[src/rtl/activation_pwl_pipe.sv]
// -----------------------------------------------------------------------------
// activation_pwl_pipe
//
// Three-stage pipelined piecewise-linear activation unit (PLAN sigmoid, with
// tanh derived as 2*sigmoid(2x) - 1). A valid/ready handshake with backpressure
// sits on both sides. A sideband tag travels with each sample.
//
//   S1: |x| (doubled for tanh), sign, alignment to the output grid, segment class
//   S2: positive-half sigmoid p from the segment's slope/offset
//   S3: sign fold (1-p) and tanh remap; registered outputs
//
// Ports
//   clk        rising-edge clock
//   reset      asynchronous, active-low reset
//   in_valid   input sample valid
//   in_ready   block can accept a sample this cycle
//   in_x       signed input, IN_FRAC fractional bits
//   in_mode    0 = sigmoid, 1 = tanh
//   in_tag     sideband, passed through unchanged
//   out_valid  result valid
//   out_ready  downstream accepts the result
//   out_y      signed result, OUT_FRAC fractional bits (1.0 = 2**OUT_FRAC)
//   out_tag    tag of the sample being output
//   out_sat    |effective x| >= 5.0, output is at a rail
// -----------------------------------------------------------------------------
module activation_pwl_pipe #(
    parameter int IN_WIDTH  = 8,
    parameter int IN_FRAC   = 4,
    parameter int OUT_WIDTH = 16,
    parameter int OUT_FRAC  = 14,
    parameter int TAG_WIDTH = 4
) (
    input  logic                        clk,
    input  logic                        reset,
    input  logic                        in_valid,
    output logic                        in_ready,
    input  logic signed [IN_WIDTH-1:0]  in_x,
    input  logic                        in_mode,
    input  logic [TAG_WIDTH-1:0]        in_tag,
    output logic                        out_valid,
    input  logic                        out_ready,
    output logic signed [OUT_WIDTH-1:0] out_y,
    output logic [TAG_WIDTH-1:0]        out_tag,
    output logic                        out_sat
);

    // The slope shifts (down to /32) must land on whole output LSBs, and the
    // output needs a sign bit plus one integer bit to hold +/-1.0.
    if (OUT_FRAC < IN_FRAC + 5 || OUT_WIDTH < OUT_FRAC + 2) begin : g_param_check
        $error("activation_pwl_pipe: require OUT_FRAC >= IN_FRAC+5 and OUT_WIDTH >= OUT_FRAC+2");
    end

    localparam int SHIFT = OUT_FRAC - IN_FRAC;
    // Aligned magnitude: IN_WIDTH+1 for |x|, +1 for the tanh doubling.
    localparam int AW    = IN_WIDTH + 2 + SHIFT;
    // Compare width: wide enough for both the magnitude and the 5.0 threshold.
    localparam int CW    = (AW > OUT_FRAC + 4) ? AW : OUT_FRAC + 4;
    // Below 5.0 the magnitude fits in 3 integer bits; seg3 ignores it.
    localparam int PW    = OUT_FRAC + 3;
    // p and s live in [0, 1.0].
    localparam int QW    = OUT_FRAC + 1;

    localparam logic [CW-1:0] A_ONE    = CW'(64'd1  << OUT_FRAC);
    localparam logic [CW-1:0] A_2P375  = CW'(64'd19 << (OUT_FRAC - 3));
    localparam logic [CW-1:0] A_FIVE   = CW'(64'd5  << OUT_FRAC);
    localparam logic [QW-1:0] P_HALF   = QW'(64'd1  << (OUT_FRAC - 1));
    localparam logic [QW-1:0] P_5_8    = QW'(64'd5  << (OUT_FRAC - 3));
    localparam logic [QW-1:0] P_27_32  = QW'(64'd27 << (OUT_FRAC - 5));
    localparam logic [QW-1:0] P_ONE    = QW'(64'd1  << OUT_FRAC);
    localparam logic signed [OUT_WIDTH-1:0] Y_ONE = OUT_WIDTH'(64'd1 << OUT_FRAC);

    typedef enum logic [1:0] {
        SEG0 = 2'd0,   // a < 1.0
        SEG1 = 2'd1,   // 1.0 <= a < 2.375
        SEG2 = 2'd2,   // 2.375 <= a < 5.0
        SEG3 = 2'd3    // a >= 5.0, saturated
    } seg_t;

    // Pipeline registers
    logic                        s1_valid, s2_valid, s3_valid;
    logic                        s1_sign,  s2_sign;
    logic                        s1_mode,  s2_mode;
    logic [TAG_WIDTH-1:0]        s1_tag,   s2_tag,   s3_tag;
    seg_t                        s1_seg;
    logic [PW-1:0]               s1_a;
    logic [QW-1:0]               s2_p;
    logic                        s2_sat,   s3_sat;
    logic signed [OUT_WIDTH-1:0] s3_y;

    // Combinational stage inputs
    logic                        advance;
    logic [IN_WIDTH:0]           x_ext;
    logic [IN_WIDTH:0]           x_abs;
    logic [IN_WIDTH+1:0]         x_mag;
    logic [CW-1:0]               a_cmp;
    seg_t                        seg_next;
    logic [QW-1:0]               p_next;
    logic [QW-1:0]               s_mag;
    logic signed [OUT_WIDTH-1:0] s_ext;
    logic signed [OUT_WIDTH-1:0] y_next;

    // All stages move in lockstep; S3 frees up when empty or being consumed.
    assign advance  = !s3_valid || out_ready;
    // Gated by reset so the block advertises nothing while held in reset.
    assign in_ready = reset && advance;

    // ---------------- S1: magnitude, alignment, segment ----------------
    // One extra bit makes |-2^(IN_WIDTH-1)| representable.
    assign x_ext = {in_x[IN_WIDTH-1], in_x};
    assign x_abs = in_x[IN_WIDTH-1] ? -x_ext : x_ext;
    assign x_mag = in_mode ? {x_abs, 1'b0} : {1'b0, x_abs};
    assign a_cmp = CW'({x_mag, {SHIFT{1'b0}}});

    always_comb begin
        // NOTE: every variable written in always_comb gets a default first so
        // that no path leaves it unassigned and a latch is never inferred.
        seg_next = SEG3;
        if (a_cmp < A_ONE)        seg_next = SEG0;
        else if (a_cmp < A_2P375) seg_next = SEG1;
        else if (a_cmp < A_FIVE)  seg_next = SEG2;
    end

    // ---------------- S2: positive-half sigmoid ----------------
    // Each shifted term stays below the segment's span, so truncating to QW
    // bits drops only zero bits.
    always_comb begin
        p_next = P_ONE;
        case (s1_seg)
            SEG0:    p_next = QW'(s1_a >> 2) + P_HALF;
            SEG1:    p_next = QW'(s1_a >> 3) + P_5_8;
            SEG2:    p_next = QW'(s1_a >> 5) + P_27_32;
            default: p_next = P_ONE;
        endcase
    end

    // ---------------- S3: sign fold and tanh remap ----------------
    assign s_mag = s2_sign ? (P_ONE - s2_p) : s2_p;
    assign s_ext = {{(OUT_WIDTH - QW){1'b0}}, s_mag};
    // 2s can reach 2.0, which wraps in the minimum output width; the wrap
    // cancels after subtracting 1.0 because the true result is in [-1, 1].
    assign y_next = s2_mode ? ((s_ext <<< 1) - Y_ONE) : s_ext;

    // ---------------- Pipeline registers ----------------
    always_ff @(posedge clk or negedge reset) begin
        if (!reset) begin
            s1_valid <= 1'b0;
            s1_sign  <= 1'b0;
            s1_mode  <= 1'b0;
            s1_tag   <= '0;
            s1_seg   <= SEG0;
            s1_a     <= '0;
            s2_valid <= 1'b0;
            s2_sign  <= 1'b0;
            s2_mode  <= 1'b0;
            s2_tag   <= '0;
            s2_p     <= '0;
            s2_sat   <= 1'b0;
            s3_valid <= 1'b0;
            s3_tag   <= '0;
            s3_y     <= '0;
            s3_sat   <= 1'b0;
        end else if (advance) begin
            // NOTE: non-blocking assignments here so every stage samples the
            // previous stage's pre-edge value, whatever the statement order.
            s1_valid <= in_valid;
            s1_sign  <= in_x[IN_WIDTH-1];
            s1_mode  <= in_mode;
            s1_tag   <= in_tag;
            s1_seg   <= seg_next;
            s1_a     <= a_cmp[PW-1:0];

            s2_valid <= s1_valid;
            s2_sign  <= s1_sign;
            s2_mode  <= s1_mode;
            s2_tag   <= s1_tag;
            s2_p     <= p_next;
            s2_sat   <= (s1_seg == SEG3);

            s3_valid <= s2_valid;
            s3_tag   <= s2_tag;
            s3_y     <= y_next;
            s3_sat   <= s2_sat;
        end
    end

    assign out_valid = s3_valid;
    assign out_y     = s3_y;
    assign out_tag   = s3_tag;
    assign out_sat   = s3_sat;

endmodule

[config.mk]
export PLATFORM = sky130hd
export DESIGN_NAME = activation_pwl_pipe
export DESIGN_NICKNAME = d
export VERILOG_FILES = /design/src/rtl/activation_pwl_pipe.sv
export SDC_FILE = /design/constraint.sdc
export NUM_CORES = 1
export LEC_CHECK = 0
export ABC_AREA = 1
export CAP_MARGIN = 40
export CELL_PAD_IN_SITES_DETAIL_PLACEMENT = 1
export CELL_PAD_IN_SITES_GLOBAL_PLACEMENT = 1
export CORE_MARGIN = 2
export CORE_UTILIZATION = 43
export CTS_CLUSTER_DIAMETER = 200
export DETAILED_ROUTE_END_ITERATION = 8
export GPL_TIMING_DRIVEN = 0
export PLACE_DENSITY_LB_ADDON = 0.1
export SLEW_MARGIN = 20
export SYNTH_ARGS = -nofsm -noshare
export SYNTH_HDL_FRONTEND = slang
export SYNTH_SLANG_ARGS = --single-unit
[constraint.sdc]
create_clock -name clk -period 2.8 [get_ports clk]
set_input_delay 0.56 -clock clk [delete_from_list [all_inputs] [get_ports clk]]
set_output_delay 0.56 -clock clk [all_outputs]
set_load 0.02 [all_outputs]
After elaboration in Yosys (flattened, before gate mapping):

Cells that the tools add are included.

* register bits: 61
* bits of input ports: 17

* add/subtract/negate cells: 6
* magnitude comparators: 3
* equal/unequal tests: 3
* muxes and demuxes: 8
* reductions and logical operators: 4

Operators with widths (count)
* 15-bit case mux with 3 select lines: 1
* 20-bit by 15-bit less-than comparator with 1-bit output (second input constant): 1
* 20-bit by 16-bit less-than comparator with 1-bit output (second input constant): 1
* 20-bit by 17-bit less-than comparator with 1-bit output (second input constant): 1
* 16-bit 2-to-1 mux: 1
* 16-bit subtractor (second input constant): 1
* 12-bit by 14-bit adder with 15-bit output (second input constant): 1
* 14-bit by 14-bit adder with 15-bit output (second input constant): 1
* 15-bit by 14-bit adder with 15-bit output (second input constant): 1
* 15-bit 2-to-1 mux: 1
* 15-bit subtractor (first input constant): 1
* 10-bit 2-to-1 mux: 1
* 9-bit 2-to-1 mux: 1
* 9-bit negator: 1
* 2-bit equality test (second input constant): 2
* 2-bit 2-to-1 mux: 2
* 2-bit by 1-bit equality test with 1-bit output (second input constant): 1
* 2-bit logical NOT: 1
* 1-bit logical AND: 1
* 1-bit logical NOT: 1
* 1-bit logical OR: 1
* 1-bit 2-to-1 mux: 1

Depth between registers and ports, before layout:

Gate-level depths: netlist (run 1).

* word-level depth: 7
* mapped depth: 13
* gate-level depth less buffers: 13

Worst setup path after synthesis (run 1):

No wires, ideal clock.

* path kind: input port to output port
* start point: in out_ready
* end point: out in_ready
* arrival: 1315 ps
* data required time: 2240 ps
* setup slack: 925 ps
* stages: 4
* path buffers: 2
* path through: nor2_1 buf_2 buf_2 nor2_1

* word-level cells in the longest chain between the ends: 2

Ends and longest elaborated chain
* from (decl): line 41 `input logic out_ready,`
* 1-bit logical OR: line 103 `assign advance = !s3_valid || out_ready;`
* 1-bit logical AND: line 105 `assign in_ready = reset && advance;`
* to (decl): line 36 `output logic in_ready,`

No other way between the ends.

Final worst setup path (run 1):

Same ends and word-level chain as after synthesis.

==> results of run 1 <==
==> cells in the final DEF, fill, tap and decap left out, types with 8 or more instances in the layout <==
cell,count
dfrtp_1,51
buf_4,8
inv_1,40
nand3_1,26
o21ai_0,32
nor2_1,20
clkdlybuf4s50_1,32
nand2_1,124
ha_1,8
==> per-stage QoR <==
step	worst slack, ps	cell area [sq um]	instances
detailed placement	-206	3240	479
CTS	128	3340	486
global placement	-1420	3240	479
floorplan	925	2820	369
global route	36.2	3340	486
finish	133	3340	486
==> flip-flops by register name, summed over array words and instances, names as in the netlist, 2 cells and up <==
| name | cells |
|---|---|
| out_tag | 4 |
| out_y | 11 |
| s1_a | 7 |
| s1_seg | 2 |
| s1_tag | 4 |
| s2_p | 10 |
| s2_tag | 4 |
==> power breakdown <==
| part | switching (W) | leakage, nW | internal (W) | total (W) |
|---|---|---|---|---|
| sequential | 0.000194 | 0.629 | 0.00101 | 0.00120 |
| combinational | 0.000917 | 0.969 | 0.000571 | 0.00149 |
| clock | 0.000283 | 0.0491 | 0.000185 | 0.000467 |
==> metal layers <==
layer	vias to the layer above	GRT usage, %	part of all wire (%)
met4	0	4.47	0.96
met5	-	0	0
li1	1236	-	-
met3	5	3.34	2.6
met1	1257	27.3	46
met2	37	36.8	51
==> final timing paths <==
check | start | to | slack (ps) | cells past startpoint
setup / recovery | out_ready | in_ready | 130 | 5
hold / removal | reset | s2_p[11] | 260 | 1
setup reg to reg | s2_p[5] | out_y[15] | 1030 | 8
hold reg to reg | s2_tag[3] | out_tag[3] | 480 | 2
max in group asynchronous | reset | s2_p[6] | 2090 | 1
min in group clk | s2_tag[3] | out_tag[3] | 480 | 2
==> critical path: stages <==
cell             delay, ps
clkdlybuf4s50_1        420
nor2_2                 220
buf_4                  300
nor2_1                  70
clkdlybuf4s50_1        540
==> area by class of cell <==
class                   instances  share of cell area (%)
flip-flops and latches         51                    38.3
inverters                      44                    4.95
clock inverters                 3                   0.788
plain buffers                  15                    2.59
clock buffers                   5                    2.06
repair buffers                 33                    9.83
multi-input cells             258                    38.6
well taps                      77                    2.89
==> kinds of logic after synthesis <==
logic type,share of synthesized area [%]
and+or+nand+nor,27.2
buffers and inverters,9.07
AOI/OAI and AO/OA,11.4
DFF,45.6
xor gates and xnor gates,3.08
adders and majority gates,3.57
other,0.134
==> what timing repair did <==
action	in CTS	in global routing
endpoints found under the setup margin	1	0
gates resized for setup	2	0
setup buffers	0	0
==> flow_summary.toml, run 1 <==
[timing]
slew_headroom_pct = 55.5
setup_tns_ps = 0
fin_worst_skew_ps = 10.0
rsz_0062_raised_after_global_routing = "false"
fin_hold_ws_ps = 259
hold_violations = 0
period_share_pct = 95.3
timing.final.crit_period_ps = 2670
slew_viol_final = 0
timing.final.setup_violations = 0
worst_slew_pin_slew_ps = 667
maxClockFrequency_mhz = 375

[power]
p_leak_nw = 1.65
ir_worst_vdd_uv = 512
cellPowerDensity_nw_per_um2 = 946
p_total_w = 0.00316

[floorplan]
core-area_sq_um = 6310
initial_core_util_pct = 44.4
die_height_um = 84.7
rows = 29
design.die.area_sq_um = 7180
fp.dieW_um = 84.7
io_pins = 40

[layout]
drive_gt1_share_pct = 8.31
nNetsFinal = 433
post-route-util_pct = 52.8
regArea_sq_um = 1280
multi_input_comb_area_sq_um = 1290
area_growth_syn_to_fin_pct = 19.1
insertedDiodeCount = 0
nFillCells = 789

[synthesis]
syn-instance-count = 365
post_synth_most_frequent_cells = "124 x nand2_1, 51 x dfrtp_1, 40 x inv_1, 32 x o21ai_0, 26 x nand3_1"
synth.area.top_cells = "dfrtp_1 46%, nand2_1 17%, o21ai_0 5.7%, inv_1 5.4%, nand3_1 4.6%"
yosys.area.top_type_share_pct = 45.6
synth.most_common_cell = "nand2_1"
synth_warnings = 0
syn-cell-area_sq_um = 2800
synth_edf_count = 0
synthDominantAreaCellType = "dfrtp_1"
synth-seq-area-share_pct = 45.6
postSynth.asyncResetShare_pct = 100
dominantRegCellSynth = "dfrtp_1"
ys_seq_elements = 51
synth_cell_types = 31
syn_avg_cell_area_sq_um = 7.68

[grt]
grt_pass1_wl_um = 12000
maximum_number_of_pins_on_one_net_before_global_route_repair = 53
grt-ovfl-total = 0
grt_antenna_before_repair = 0
groute.usage.overall_pct = 20.9
number_of_global_route_vias_before_repair = 2558

[drt]
via_count = 2535
route.detailed.wl_per_inst_um = 14.5
antenna_left = 0
dr.pass1.iters = 4
finalWirelength_um = 7060
vias_per_cell = 5.22
violation_count_after_the_first_detailed_routing_iteration = 104
detail_route.drc_violations = 0

[setup_path]
worstPathRequired_ps = 2240
worst_setup_path_end_kind = "primary output"
setup.worst_path.start_class = "input pin"
worst-path-max-fanout = 19
arrival_ps = 2110
criticalPathCategory = "input pin to primary output"

[clock_network]
cts_root_buffer = "clkbuf_8"
tritoncts = "yes"
holdBufCountCts = 0
clk_path_buf_depth = 2
tritoncts.num_buffers = 5
clock-sinks = 51
clock_latency_at_the_later_pin_of_the_worst_skew_pair_ps = 320
deepest_level_of_the_cts_h_tree = 2
clk_pin_slew_worst_paths_ps = 100

[placed_design]
detailedPlacementHpwl_um = 5360
i_o_buffers = 33
place.gp.congestion = 0.826

[hold_path]
timing.hold.worst.class = "input pin to async pin"

[outcome]
result_of_the_run = "finished clean"

[job]
max_cap_viol_count = 0
(Power assumes the default switching activity.)
==> inputs of run 2 (changes only) <==
SKIP_LAST_GASP = 1   (was default)
==> results of run 2 <==
Final layout, timing and power as in run 1 (identical DEF).
